**config.mk**
```make
export PLATFORM = sky130hd
export DESIGN_NAME = div_sequencer
export DESIGN_NICKNAME = d
export VERILOG_FILES = /design/src/rtl/div_sequencer.sv
export SDC_FILE = /design/constraint.sdc
export NUM_CORES = 1
export LEC_CHECK = 0
export BUFFER_PORTS_ARGS = -buffer_cell sky130_fd_sc_hd__buf_2
export CORE_AREA = 3 3 181 183
export DETAILED_ROUTE_END_ITERATION = 6
export DIE_AREA = 0 0 184 186
export GPL_TIMING_DRIVEN = 0
export PLACE_DENSITY = 0.62
export SYNTH_ARGS = -nofsm -noshare
export SYNTH_HDL_FRONTEND = slang
export SYNTH_SLANG_ARGS = --single-unit
```
**constraint.sdc**
```tcl
create_clock -name clk -period 8.1 [get_ports clk]
set_clock_uncertainty 0.15 [all_clocks]
set_input_delay 1.62 -clock clk [delete_from_list [all_inputs] [get_ports clk]]
set_output_delay 1.62 -clock clk [all_outputs]
set_load 0.01 [all_outputs]
```
**src/rtl/div_sequencer.sv**
```systemverilog
// div_sequencer
// Iterative radix-2 restoring divider controller for DIV/DIVU on the EX-stage
// HI/LO path. It stalls the pipeline while working and presents the quotient
// (LO) and remainder (HI) behind a registered ready flag. A flush aborts any
// divide in progress without disturbing the last delivered result.

module div_sequencer #(
  parameter int WIDTH = 32
) (
  input  logic             clk,
  input  logic             rst,
  input  logic             start_i,
  input  logic             annul_i,
  input  logic             signed_i,
  input  logic [WIDTH-1:0] dividend_i,
  input  logic [WIDTH-1:0] divisor_i,
  output logic             stall_req_o,
  output logic             ready_o,
  output logic [WIDTH-1:0] quotient_o,
  output logic [WIDTH-1:0] remainder_o
);

  localparam int CW = (WIDTH > 1) ? $clog2(WIDTH) : 1;

  typedef enum logic [1:0] {
    IDLE   = 2'd0,
    BYZERO = 2'd1,
    RUN    = 2'd2,
    DONE   = 2'd3
  } state_t;

  state_t r_state;
  state_t w_stateNext;

  // Working registers: r_dvdQ starts as |dividend| and is shifted left one bit
  // per step, with each new quotient bit entering at the bottom. After WIDTH
  // steps it holds the unsigned quotient.
  logic [CW-1:0]    r_count;
  logic [WIDTH-1:0] r_dvdQ;
  logic [WIDTH-1:0] r_rem;
  logic [WIDTH-1:0] r_dvs;
  logic             r_negQ;
  logic             r_negR;
  logic             r_ready;
  logic [WIDTH-1:0] r_quot;
  logic [WIDTH-1:0] r_remOut;

  logic             w_dvdNeg;
  logic             w_dvsNeg;
  logic [WIDTH-1:0] w_dvdAbs;
  logic [WIDTH-1:0] w_dvsAbs;
  logic             w_accept;
  logic [WIDTH:0]   w_partial;
  logic             w_fits;
  logic [WIDTH-1:0] w_diff;
  logic [WIDTH-1:0] w_remStep;
  logic [WIDTH-1:0] w_quotStep;
  logic             w_lastStep;
  logic [WIDTH-1:0] w_quotFinal;
  logic [WIDTH-1:0] w_remFinal;

  // Operand magnitudes and sign flags. Negating the most negative value wraps
  // to itself, which is exactly the unsigned magnitude we need.
  assign w_dvdNeg = signed_i & dividend_i[WIDTH-1];
  assign w_dvsNeg = signed_i & divisor_i[WIDTH-1];
  assign w_dvdAbs = w_dvdNeg ? (-dividend_i) : dividend_i;
  assign w_dvsAbs = w_dvsNeg ? (-divisor_i) : divisor_i;
  assign w_accept = (r_state == IDLE) && start_i && !annul_i;

  // One restoring step. The partial remainder keeps an extra top bit because
  // an unsigned divisor may use every bit, so 2*rem+1 can exceed WIDTH bits.
  // When the divisor fits, the difference is below the divisor and thus
  // always representable in WIDTH bits.
  assign w_partial  = {r_rem, r_dvdQ[WIDTH-1]};
  assign w_fits     = (w_partial >= {1'b0, r_dvs});
  assign w_diff     = w_partial[WIDTH-1:0] - r_dvs;
  assign w_remStep  = w_fits ? w_diff : w_partial[WIDTH-1:0];
  assign w_quotStep = {r_dvdQ[WIDTH-2:0], w_fits};
  assign w_lastStep = (r_state == RUN) && (r_count == CW'(WIDTH - 1));

  // Sign fix-up applied to the final step's results before loading outputs.
  assign w_quotFinal = r_negQ ? (-w_quotStep) : w_quotStep;
  assign w_remFinal  = r_negR ? (-w_remStep) : w_remStep;

  // State register.
  always_ff @(posedge clk or posedge rst) begin
    if (rst) begin
      r_state <= IDLE;
    end else begin
      r_state <= w_stateNext;
    end
  end

  // Next-state selection and the combinational pipeline stall request.
  always_comb begin
    w_stateNext = r_state;
    stall_req_o = 1'b0;
    if (annul_i) begin
      w_stateNext = IDLE;
    end else begin
      case (r_state)
        IDLE: begin
          stall_req_o = start_i;
          if (start_i) begin
            w_stateNext = (divisor_i == '0) ? BYZERO : RUN;
          end
        end
        BYZERO: begin
          stall_req_o = 1'b1;
          w_stateNext = DONE;
        end
        RUN: begin
          stall_req_o = 1'b1;
          if (r_count == CW'(WIDTH - 1)) begin
            w_stateNext = DONE;
          end
        end
        DONE: begin
          if (!start_i) begin
            w_stateNext = IDLE;
          end
        end
        default: w_stateNext = IDLE;
      endcase
    end
  end

  // Iteration datapath: latch operands on acceptance, then step once per RUN cycle.
  always_ff @(posedge clk or posedge rst) begin
    if (rst) begin
      r_count <= '0;
      r_dvdQ  <= '0;
      r_rem   <= '0;
      r_dvs   <= '0;
      r_negQ  <= 1'b0;
      r_negR  <= 1'b0;
    end else if (w_accept && (divisor_i != '0)) begin
      r_count <= '0;
      r_dvdQ  <= w_dvdAbs;
      r_rem   <= '0;
      r_dvs   <= w_dvsAbs;
      r_negQ  <= w_dvdNeg ^ w_dvsNeg;
      r_negR  <= w_dvdNeg;
    end else if ((r_state == RUN) && !annul_i) begin
      r_count <= r_count + 1'b1;
      r_dvdQ  <= w_quotStep;
      r_rem   <= w_remStep;
    end
  end

  // Result registers and ready flag; a flush drops ready but keeps the old result.
  always_ff @(posedge clk or posedge rst) begin
    if (rst) begin
      r_ready  <= 1'b0;
      r_quot   <= '0;
      r_remOut <= '0;
    end else if (annul_i) begin
      r_ready <= 1'b0;
    end else if (r_state == BYZERO) begin
      r_ready  <= 1'b1;
      r_quot   <= '0;
      r_remOut <= '0;
    end else if (w_lastStep) begin
      r_ready  <= 1'b1;
      r_quot   <= w_quotFinal;
      r_remOut <= w_remFinal;
    end else if ((r_state == DONE) && !start_i) begin
      r_ready <= 1'b0;
    end
  end

  assign ready_o     = r_ready;
  assign quotient_o  = r_quot;
  assign remainder_o = r_remOut;

endmodule

```
# After elaboration in Yosys (flattened, before gate mapping)
# Index checks and enable logic that the tools add are counted.
[totals] word_cells=72 register_bits=170 out_inout_bits=66 input_bits=69
[classes] magnitude_cmp=1 n_reduce_logical=17 n_eq_ne=7 n_mux=27 add_sub_neg=6 bitwise_logic=4
[ops] cell="32-bit two-way mux" n=13
[ops] cell="32-bit negator" n=4
[ops] cell="33-bit by 32-bit greater-or-equal comparator with 1-bit output" n=1
[ops] cell="32-bit logical NOT" n=1
[ops] cell="32-bit nonzero test" n=1
[ops] cell="32-bit subtractor" n=1
[ops] cell="2-bit two-way mux" n=5
[ops] cell="5-bit two-way mux" n=2
[ops] cell="2-bit case mux with 4 select lines" n=1
[ops] cell="1-bit logical AND" n=6
[ops] cell="3-bit != test (second input constant)" n=2
[ops] cell="5-bit by 1-bit adder with 5-bit output (second input constant)" n=1
[ops] cell="5-bit == test (second input constant)" n=1
[ops] cell="1-bit two-way mux" n=5
[ops] cell="2-bit == test (second input constant)" n=2
[ops] cell="2-bit nonzero test" n=2
[ops] cell="4-bit nonzero test" n=1
[ops] cell="3-bit by 2-bit != test with 1-bit output (second input constant)" n=1
[ops] cell="3-bit AND reduction" n=1
[ops] cell="1-bit AND" n=2
[ops] cell="2-bit by 1-bit == test with 1-bit output (second input constant)" n=1
[ops] cell="1-bit logical NOT" n=2
[ops] cell="2-bit logical NOT" n=1
[ops] cell="1-bit case mux with 2 select lines" n=1
[ops] cell="4 further kinds" n=4

# Depth between registers and ports, before layout
# Gate-level depths: netlist of the first run.
[logic_depth] word_depth=6 ltp_mapped=23 mapped_depth_nobuf=18

# Least setup slack after synthesis of the first run
# No wires, ideal clock.
[synth_timing] path_kind="register -> register" start="register r_rem[11]" end="register r_remOut[30] (netlist: remainder_o[30])" t_required_ns=7.821 setup_time_ns=0.129 path_slack_ns=2.953 synth_period_minus_slack_ns=5.147 stages_incl_launch_ff=23 path_buffers=5 arrival_ns=4.868 cell_sequence="dfrtp_1 > ha_1 > buf_2 > and4_1 > nand4_1 > or4b_1 > nand4_2 > or2_4 > buf_4 > buf_4 > buf_4 > clkbuf_1 > nand2_1 > o21ai_0 > ha_1 > nand2_1 > nor3_1 > or3b_1 > o21ai_2 > nand4_1 > o41ai_1 > xor2_1 > o21ai_1"
[synth_between] elab_chain_cells=6 elab_cells_between_ends=7 cone_classes="2 x add/sub; 1 x order compare; 4 x mux"
[synth_rtl] item="start: declaration" line_no="40" rtl="logic [WIDTH-1:0] r_rem;"
[synth_rtl] item="start signal: assignment" line_no="147" rtl="r_rem <= w_remStep;"
[synth_rtl] item="32-bit subtractor / 33-bit by 32-bit greater-or-equal comparator with 1-bit output (equally long branches)" line_no="76, 75"
[synth_rtl] item="32-bit two-way mux (*)" line_no="77" rtl="assign w_remStep = w_fits ? w_diff : w_partial[WIDTH-1:0];"
[synth_rtl] item="32-bit negator" line_no="83" rtl="assign w_remFinal = r_negR ? (-w_remStep) : w_remStep;"
[synth_rtl] item="32-bit two-way mux (*)" line_no="83"
[synth_rtl] item="32-bit two-way mux (*)" line_no="163" rtl="end else if (w_lastStep) begin"
[synth_rtl] item="32-bit two-way mux (*)" line_no="159" rtl="end else if (r_state == BYZERO) begin"
[synth_rtl] item="end signal: assignment" line_no="166" rtl="r_remOut <= w_remFinal;"
[synth_rtl] item="end: declaration" line_no="46" rtl="logic [WIDTH-1:0] r_remOut;"
# Every way passes the cells marked *; elsewhere a longest branch is shown, timed or not. The select of a mux whose other input is x is not followed.
# A chain may end at the register's enable or synchronous reset.

# Final worst setup path of the first run
# Ends and elaborated chain as after synthesis.

==> results of run 1 <==
-- routing by layer --
layer,up-vias,part of all wire (%),track usage (%)
met3,31,6.3,3.34
met2,350,44,35.1
li1,5529,-,-
met1,5433,48,32.9
met4,0,1.6,5.11
met5,-,0,0
-- final cells by class --
type	count	area [um^2]
multi-input cells	1159	7300
flip-flops and latches	170	4250
clock buffers	18	439
well taps	402	503
repair buffers	134	693
fillers	3227	17400
clock inverters	14	156
inverters	53	206
plain buffers	87	398
-- registers in the layout (all words and copies together) (netlist names) --
register and cells:
quotient_o 32, r_count 5, r_dvdQ 32, r_dvs 32, r_negQ 1, r_negR 1
r_rem 32, r_state 2, ready_o 1, remainder_o 32
-- report_power, final --
group	switching (W)	leakage, nW	total [W]	internal (W)
Combinational	0.00274	3.75	0.00430	0.00157
Clock	0.000409	0.283	0.000854	0.000445
Sequential	0.000296	2.22	0.00138	0.00109
Total	0.00344	6.25	0.00654	0.00310
-- worst paths after layout --
path	from	end	slack, ns	depth (start not counted)
min in group asynchronous	rst	remainder_o[17]	1.04	2
max reg2reg	r_rem[11]	remainder_o[30]	1.50	22
min	quotient_o[11]	quotient_o[11]	0.32	2
max	r_rem[11]	remainder_o[30]	1.50	22
min reg2reg	quotient_o[11]	quotient_o[11]	0.32	2
max in group asynchronous	rst	quotient_o[26]	5.83	3
-- placed cells by master, fill, tap and decap left out, types with 23 or more instances in the layout --
cell type,Yosys,routed
o21ai_0,166,166
a211oi_1,34,34
o31ai_1,23,23
xor2_1,70,70
a21oi_1,85,85
buf_2,12,145
nand2_1,210,210
nor2_1,112,112
xnor2_1,72,72
nand3_1,25,25
clkbuf_1,57,57
mux2i_1,47,47
nor3_1,28,28
dfrtp_1,170,170
ha_1,42,42
inv_1,51,50
-- cell families (layout without fill, tap and decap cells) --
kind of cell    count (synthesis)  count (layout)  synth area share, %
buf+inv                       140             306                 4.91
mux                            48              48                 3.96
compound gates                427             427                 22.0
flops                         170             170                 35.0
simple gates                  499             499                 19.4
fa+ha+maj                      43              43                 4.49
xor+xnor                      142             142                 10.2
-- through the flow --
| step | instances | TNS (ns) |
|---|---|---|
| 3_5_place_dp | 2005 | 0 |
| 4_1_cts | 2037 | 0 |
| 5_1_grt | 2037 | 0 |
| 3_3_place_gp | 2004 | -64.02 |
| 6_report | 2037 | 0 |
| 2_1_floorplan | 1469 | 0 |
-- tightest hold or removal path, cell delays in order (launching register included) --
cell     delay [ns]
dfrtp_1        0.34
nand2_1        0.04
o21ai_0        0.06
==> run summary, run 1 <==
Crit share post-route - 81.5%
Top-Level Pins - 135
Slew Viols, Final - 0
Synthesized area - 0.0122 mm^2
Clock period minus worst slack - 6.60 ns
Gr ovfl total - 0
Setup repair after global routing missed its margin - false
Delay-heaviest family, CP - simple AND/OR/NAND/NOR gates
CTS clk-pin slew, worst paths - 0.08 ns
Synth Instances - 1469
Setup slack at placement - 1.66 ns
Crit path arrival time - 6.78 ns
# resized after CTS - 0
Synth top area share - 35.0%
DPL Wire Length - 30.1 mm
DRT antenna net count - 0
Commonest cells post-synth - nand2_1, dfrtp_1, o21ai_0
Nets - 1734
Mapped Avg Cell Area - 8.27 um^2
CP required - 8.28 ns
GP Congestion - 0.929
Slew @ Worst Pin - 1.30 ns
Initial DRC count - 865
ANT cells - 0
Hold slack - 0.324 ns
Yosys warning total - 0
Min setup slack post-route - 1.50 ns
Crit start category - flip-flop
Die W - 184 um
Final Hold Violating Endpoints - 0
Global-route wire length before repair - 60.5 mm
CTS Sinks - 170
Max-Cap Viols - 0
Leading post-synthesis cells by cell area - dfrtp_1, o21ai_0, nand2_1
Htree depth - 4
Worst vdd ir - 189 uV
TritonCTS Buffers - 17
Routed wire per std cell - 18.8 um
Initial antenna violation count - 0
Library cells used by synthesis - 81
Initial core utilization - 38.7%
Final setup fails - 0
Number of synthesized flops with an enable pin - 0
CP Buf/Inv Count - 5
Register area share after synthesis - 35.0%
CTS root buf - clkbuf_16
Row cnt - 65
Routed WL - 38.3 mm
CP Max Fanout - 10
Largest area contributor in the netlist - dfrtp_1
DR DRC count - 0
Core Util, Final - 44.4%
Vias - 11300
Chip height - 186 um
CTS tree - done
Worst setup EP type - flip-flop
Largest stage delay, worst path - 0.56 ns
DP Area - 0.0134 mm^2
Skew-Pair Late Insertion Delay - 0.45 ns
Vias in the first global route - 10900
Top-count cell post-synth - nand2_1
Setup repair bufs after CTS - 0
Leak - 6.25 nW
Slew HR - 12.8%
Syn Nets - 1581
Post-layout instance area - 0.0139 mm^2
Largest net degree at the start of global routing - 108
Worst Hold Class - flip-flop to flip-flop
Buffers on Ports - 133
CP Cell Sequence - ha_1 -> buf_2 -> and4_1 -> nand4_1 -> or4b_1 -> nand4_2 -> or2_4 -> buf_4 -> buf_4 -> buf_4 -> clkbuf_1 -> nand2_1 -> o21ai_0 -> ha_1 -> nand2_1 -> nor3_1 -> or3b_1 -> o21ai_2 -> nand4_1 -> o41ai_1 -> xor2_1 -> o21ai_1
Area delta synth->final - 14.8%
Fraction of layout cells with a size suffix above 1 - 13.6%
Most common flop cell mapped by yosys - dfrtp_1
#FFs+latches synth - 170
Clock Path Buffers - 2
Total power - 0.00654 W
Die area - 0.0342 mm^2
PwrDens - 469 mW/mm^2
Slowest cell on crit path - or4b_1
Total track usage - 22.4%
Core box area - 0.0314 mm^2
Iteration count of the initial detailed-routing pass - 5
Via density - 5.57
CP Class - flip-flop to flip-flop
F_max - 151 MHz
FFs w/ async S/R, synth - 100%
# hold bufs at CTS - 0
Status - finished, final reports clean
CP dominant cell by count - buf_4
Power figures use the tool's default switching activity.
==> inputs of run 2 (changes only) <==
Settings changed: ABC_AREA set to 1, CORE_AREA 3 3 181 183 to 3 3 187 189, DIE_AREA 0 0 184 186 to 0 0 190 192.
Clock period 8.1 ns to 6.9 ns, I/O delays scaled along.
==> run 2 against run 1 <==
- sequential share of layout area fell by 2.0 points
- critical path type unchanged
- first-iteration DRC count rose by 20%
- non-clock buffer count fell by 24
- synthesized cell count rose by 35%
- synthesized area rose by 7.1%
- global-route usage rose by 2.4 points
==> run summary, run 2 <==
Core box area - 0.0334 mm^2
Final cell count without fillers - 2603
Synth Area in Compound Gates - 12.0%
Synth Area in Adders - 4.19%
Yosys warning total - 0
Register area share after synthesis - 32.7%
Buffers on Ports - 134
Die W - 190 um
Nets - 2254
DRT antenna net count - 0
Mapped Avg Cell Area - 6.54 um^2
Worst setup EP type - flip-flop
Initial antenna violation count - 0
Global-route wire length before repair - 70.5 mm
Worst Hold Class - flip-flop to flip-flop
Total track usage - 24.8%
Setup TNS - 0 ns
Gr ovfl total - 0
CP Max Fanout - 10
CTS root buf - clkbuf_16
Clock Path Buffers - 2
Initial core utilization - 38.9%
Slowest cell on crit path - o21ai_0
Clock period minus worst slack - 5.14 ns
Crit share post-route - 74.4%
Vias - 13400
Slew HR - 45.3%
# resized after CTS - 0
DR DRC count - 0
DPL Wire Length - 36.7 mm
GP Congestion - 0.925
Post-layout instance area - 0.0149 mm^2
Leading post-synthesis cells by cell area - dfrtp_1, nand2_1, inv_1
Mux contribution to synthesized area - 0%
Final Hold Violating Endpoints - 0
CP dominant cell by count - nand2_1
CTS clk-pin slew, worst paths - 0.07 ns
Initial DRC count - 1041
# hold bufs at CTS - 0
Synth Instances - 1988
Top-count cell post-synth - nand2_1
Largest stage delay, worst path - 0.49 ns
Post-synthesis simple-gate area fraction - 35.6%
Routed wire per std cell - 17.3 um
Slew @ Worst Pin - 0.817 ns
Row cnt - 67
Crit start category - flip-flop
#FFs+latches synth - 170
Largest net degree at the start of global routing - 94
Library cells used by synthesis - 51
Most common cell after layout, fill and taps aside - nand2_1
CP required - 7.05 ns
Fraction of layout cells with a size suffix above 1 - 12.7%
Area delta synth->final - 14.8%
Chip height - 192 um
Syn Nets - 2100
Synth top area share - 32.7%
CP Class - flip-flop to flip-flop
Htree depth - 4
Iteration count of the initial detailed-routing pass - 5
DP Area - 0.0143 mm^2
Synth Area in XOR/XNOR - 4.44%
Largest family of logic cells by synthesized area - simple AND/OR/NAND/NOR gates
Number of synthesized flops with an enable pin - 0
Commonest cells post-synth - nand2_1, inv_1, dfrtp_1
Die area - 0.0365 mm^2
F_max - 195 MHz
Setup repair after global routing missed its margin - false
Synthesized area - 0.0130 mm^2
ANT cells - 0
Setup repair bufs after CTS - 0
Routed WL - 45.0 mm
CTS tree - done
Most common flop cell mapped by yosys - dfrtp_1
Placed cells - 2571
Vias in the first global route - 12700
Via density - 5.13
Commonest cells after routing, fill and taps aside - nand2_1, inv_1, dfrtp_1
Crit path arrival time - 5.29 ns
Final setup fails - 0
Max-Cap Viols - 0
TritonCTS Buffers - 17
Top-Level Pins - 135
Slew Viols, Final - 0
FFs w/ async S/R, synth - 100%
CTS Sinks - 170
Status - finished, final reports clean
Largest area contributor in the netlist - dfrtp_1
Skew-Pair Late Insertion Delay - 0.45 ns
[run 2: cell types whose count changed after synthesis, sizes merged, moves of 34 or more]
cell,previous run,this run
nor2,112,182
inv,52,304
mux2i,47,0
nand2,210,649
nand3,25,173
a211oi,35,1
xnor2,72,13
o21ai,181,144
[run 2: cell families after synthesis]
| family | count (synthesis) |
|---|---|
| AO/OA/AOI/OAI | 268 |
| XOR/XNOR | 66 |
| adder cells (fa/ha/maj) | 43 |
| buffers and inverters | 367 |
| flip-flops | 170 |
| AND/OR/NAND/NOR | 1074 |
[run 2: layer usage]
metal | global-route usage, % | part of all wire [%] | up-vias
met5 | 0 | 0 | -
met3 | 3.03 | 4.6 | 61
met1 | 34.1 | 46 | 6280
li1 | - | - | 6652
met2 | 41.2 | 47 | 373
met4 | 7.08 | 2.4 | 0
[run 2: metrics by stage]
stage	util [%]	hold WS (ns)	setup slack, ns
floorplan	-	0.299	0.767
global placement	42.6	0.308	-1.31
detailed placement	42.7	0.312	1.86
CTS	44.7	0.330	1.83
global route	44.7	0.354	1.40
finish	44.7	0.326	1.76
[run 2: final cells by class]
cell class              instances  area [um^2]
well taps                     448          561
plain buffers                  62          294
flip-flops and latches        170         4250
clock buffers                  17          425
fillers                      3532        18500
clock inverters                15          238
repair buffers                135          698
multi-input cells            1451         7310
inverters                     305         1150
[run 2: critical path, delay by kind of cell, from the launching register on]
family | cells | cell delay (ns)
adders and majority gates | 2 | 0.55
AOI/OAI and AO/OA | 3 | 0.82
and+or+nand+nor | 18 | 2.27
DFF | 1 | 0.36
buffers and inverters | 6 | 0.85
[run 2: path summary, 6_finish.rpt]
kind / end / slack [ns] / cells past startpoint / from
worst max-delay path: quotient_o[26] / 1.76 / 29 / r_dvs[29]
worst min-delay path: quotient_o[22] / 0.33 / 2 / quotient_o[22]
worst max register to register: quotient_o[26] / 1.76 / 29 / r_dvs[29]
worst min register to register: quotient_o[22] / 0.33 / 2 / quotient_o[22]
max in group asynchronous: r_dvs[17] / 4.88 / 3 / rst
min in group asynchronous: remainder_o[30] / 0.83 / 2 / rst
Power of run 2 is left out: the tool's default activity adds up to more than one toggle a clock period on the data nets, which glitch-free logic cannot reach.
==> inputs of run 3 (changes only) <==
Clock period 6.9 ns to 5.39 ns, I/O delays scaled along.
==> run 3 against run 2 <==
- first-iteration DRC count up 6.5%
- fmax up 2.9%
- routed wire length down 0.40%
- non-clock buffer count up 3
- critical path type unchanged
- critical path depth up 1
- hold slack worse by 0.0047 ns
- flip-flop and latch count unchanged
- count of clock-buffer cells in the layout up 2
- largest cell class unchanged
==> run summary, run 3 (synthesis gave the netlist of run 2 again) <==
Delay-heaviest family, CP - simple AND/OR/NAND/NOR gates
Vias - 13500
Slowest cell on crit path - dfrtp_1
Setup repair bufs after CTS - 0
Global-route wire length before repair - 69.2 mm
Crit start category - flip-flop
Largest stage delay, worst path - 0.38 ns
Initial DRC count - 1109
Die area - 0.0365 mm^2
TritonCTS Buffers - 17
DRT antenna net count - 0
Chip height - 192 um
Slew HR - 45.7%
Fraction of layout cells with a size suffix above 1 - 12.8%
Crit path arrival time - 5.22 ns
GP Congestion - 0.928
CP Class - flip-flop to flip-flop
Most common cell after layout, fill and taps aside - nand2_1
Top-Level Pins - 135
Buffers on Ports - 134
Die W - 190 um
Via density - 5.18
Commonest cells after routing, fill and taps aside - nand2_1, inv_1, dfrtp_1
Nets - 2257
Slew @ Worst Pin - 0.815 ns
Flop2flop setup slack - 0.40 ns
Worst setup EP type - flip-flop
Row cnt - 67
Slew Viols, Final - 0
Initial antenna violation count - 1
Max-Cap Viols - 0
Final Hold Violating Endpoints - 0
Status - finished, final reports clean
Total track usage - 24.5%
FILL cells - 3551
CTS clk-pin slew, worst paths - 0.07 ns
CTS Sinks - 170
Htree depth - 4
Crit share post-route - 92.6%
Gr ovfl total - 0
Largest net degree at the start of global routing - 43
Worst Hold Class - flip-flop to flip-flop
Setup repair after global routing missed its margin - false
Iteration count of the initial detailed-routing pass - 5
Setup TNS - 0 ns
Clock period minus worst slack - 4.99 ns
DPL Wire Length - 36.5 mm
# hold bufs at CTS - 0
CP dominant cell by count - nand2_1
Final setup fails - 0
ANT cells - 0
Area delta synth->final - 14.9%
Routed wire per std cell - 17.2 um
CP Buf/Inv Count - 7
Initial core utilization - 38.9%
Routed WL - 44.8 mm
Core box area - 0.0334 mm^2
CTS tree - done
F_max - 200 MHz
Vias in the first global route - 12700
CP required - 5.62 ns
DR DRC count - 0
Skew-Pair Late Insertion Delay - 0.45 ns
CP Max Fanout - 10
Clock Path Buffers - 2
CTS root buf - clkbuf_16
## run 3: changes by cell type in the layout (fill, tap and decap cells not counted), moves of 2 or more
cell	delta
buf_12	+4
clkbuf_8	+2
inv_8	-2
bufinv_16	-2
clkinv_2	+3
## run 3: final timing paths
check	cells after the start	endpoint	startpoint
max	30	quotient_o[30]	r_dvs[23]
min in group asynchronous	2	remainder_o[31]	rst
max in group asynchronous	4	r_dvs[4]	rst
min	2	quotient_o[22]	quotient_o[22]
min reg2reg	2	quotient_o[22]	quotient_o[22]
max reg2reg	30	quotient_o[30]	r_dvs[23]
## run 3: metal layers
metal  global-route usage (%)  vias to the layer above  part of all wire, %
met5                        0                        -                0.029
met3                     4.20                       61                  6.3
met4                     7.05                        2                  2.3
li1                         -                     6667                    -
met1                     32.7                     6342                   45
met2                     40.9                      416                   46
## run 3: worst min-delay path: stages, from the launching register on
cell and delay (ns):
dfrtp_1 0.34, nand2_1 0.05, nand2_1 0.05
## run 3: through the flow
stage	std cells	setup WS [ns]	cell area, um^2	util, %	hold WS, ns
after floorplan	1988	1.64	13000	-	0.299
after global placement	2570	0.540	14200	42.6	0.307
after detailed placement	2574	0.523	14300	42.8	0.310
after CTS	2606	0.503	14900	44.7	0.328
after global routing	2606	0.0165	14900	44.7	0.340
final	2606	0.397	14900	44.7	0.321
## run 3: area by class of cell
type                    count  area, um^2  area share, %
inverters                 305        1150           7.69
clock inverters            13         165           1.11
clock buffers              19         453           3.03
flip-flops and latches    170        4250           28.5
repair buffers            138         751           5.02
plain buffers              62         294           1.97
multi-input cells        1451        7310           49.0
well taps                 448         561           3.75
## run 3: what timing repair did
| action | 4_1_cts | 5_1_grt |
|---|---|---|
| endpoints found under the hold margin | 0 | 0 |
| endpoints found under the setup margin | 0 | 1 |
| gates resized for setup | 0 | 1 |
Power of run 3 is left out for the same reason.
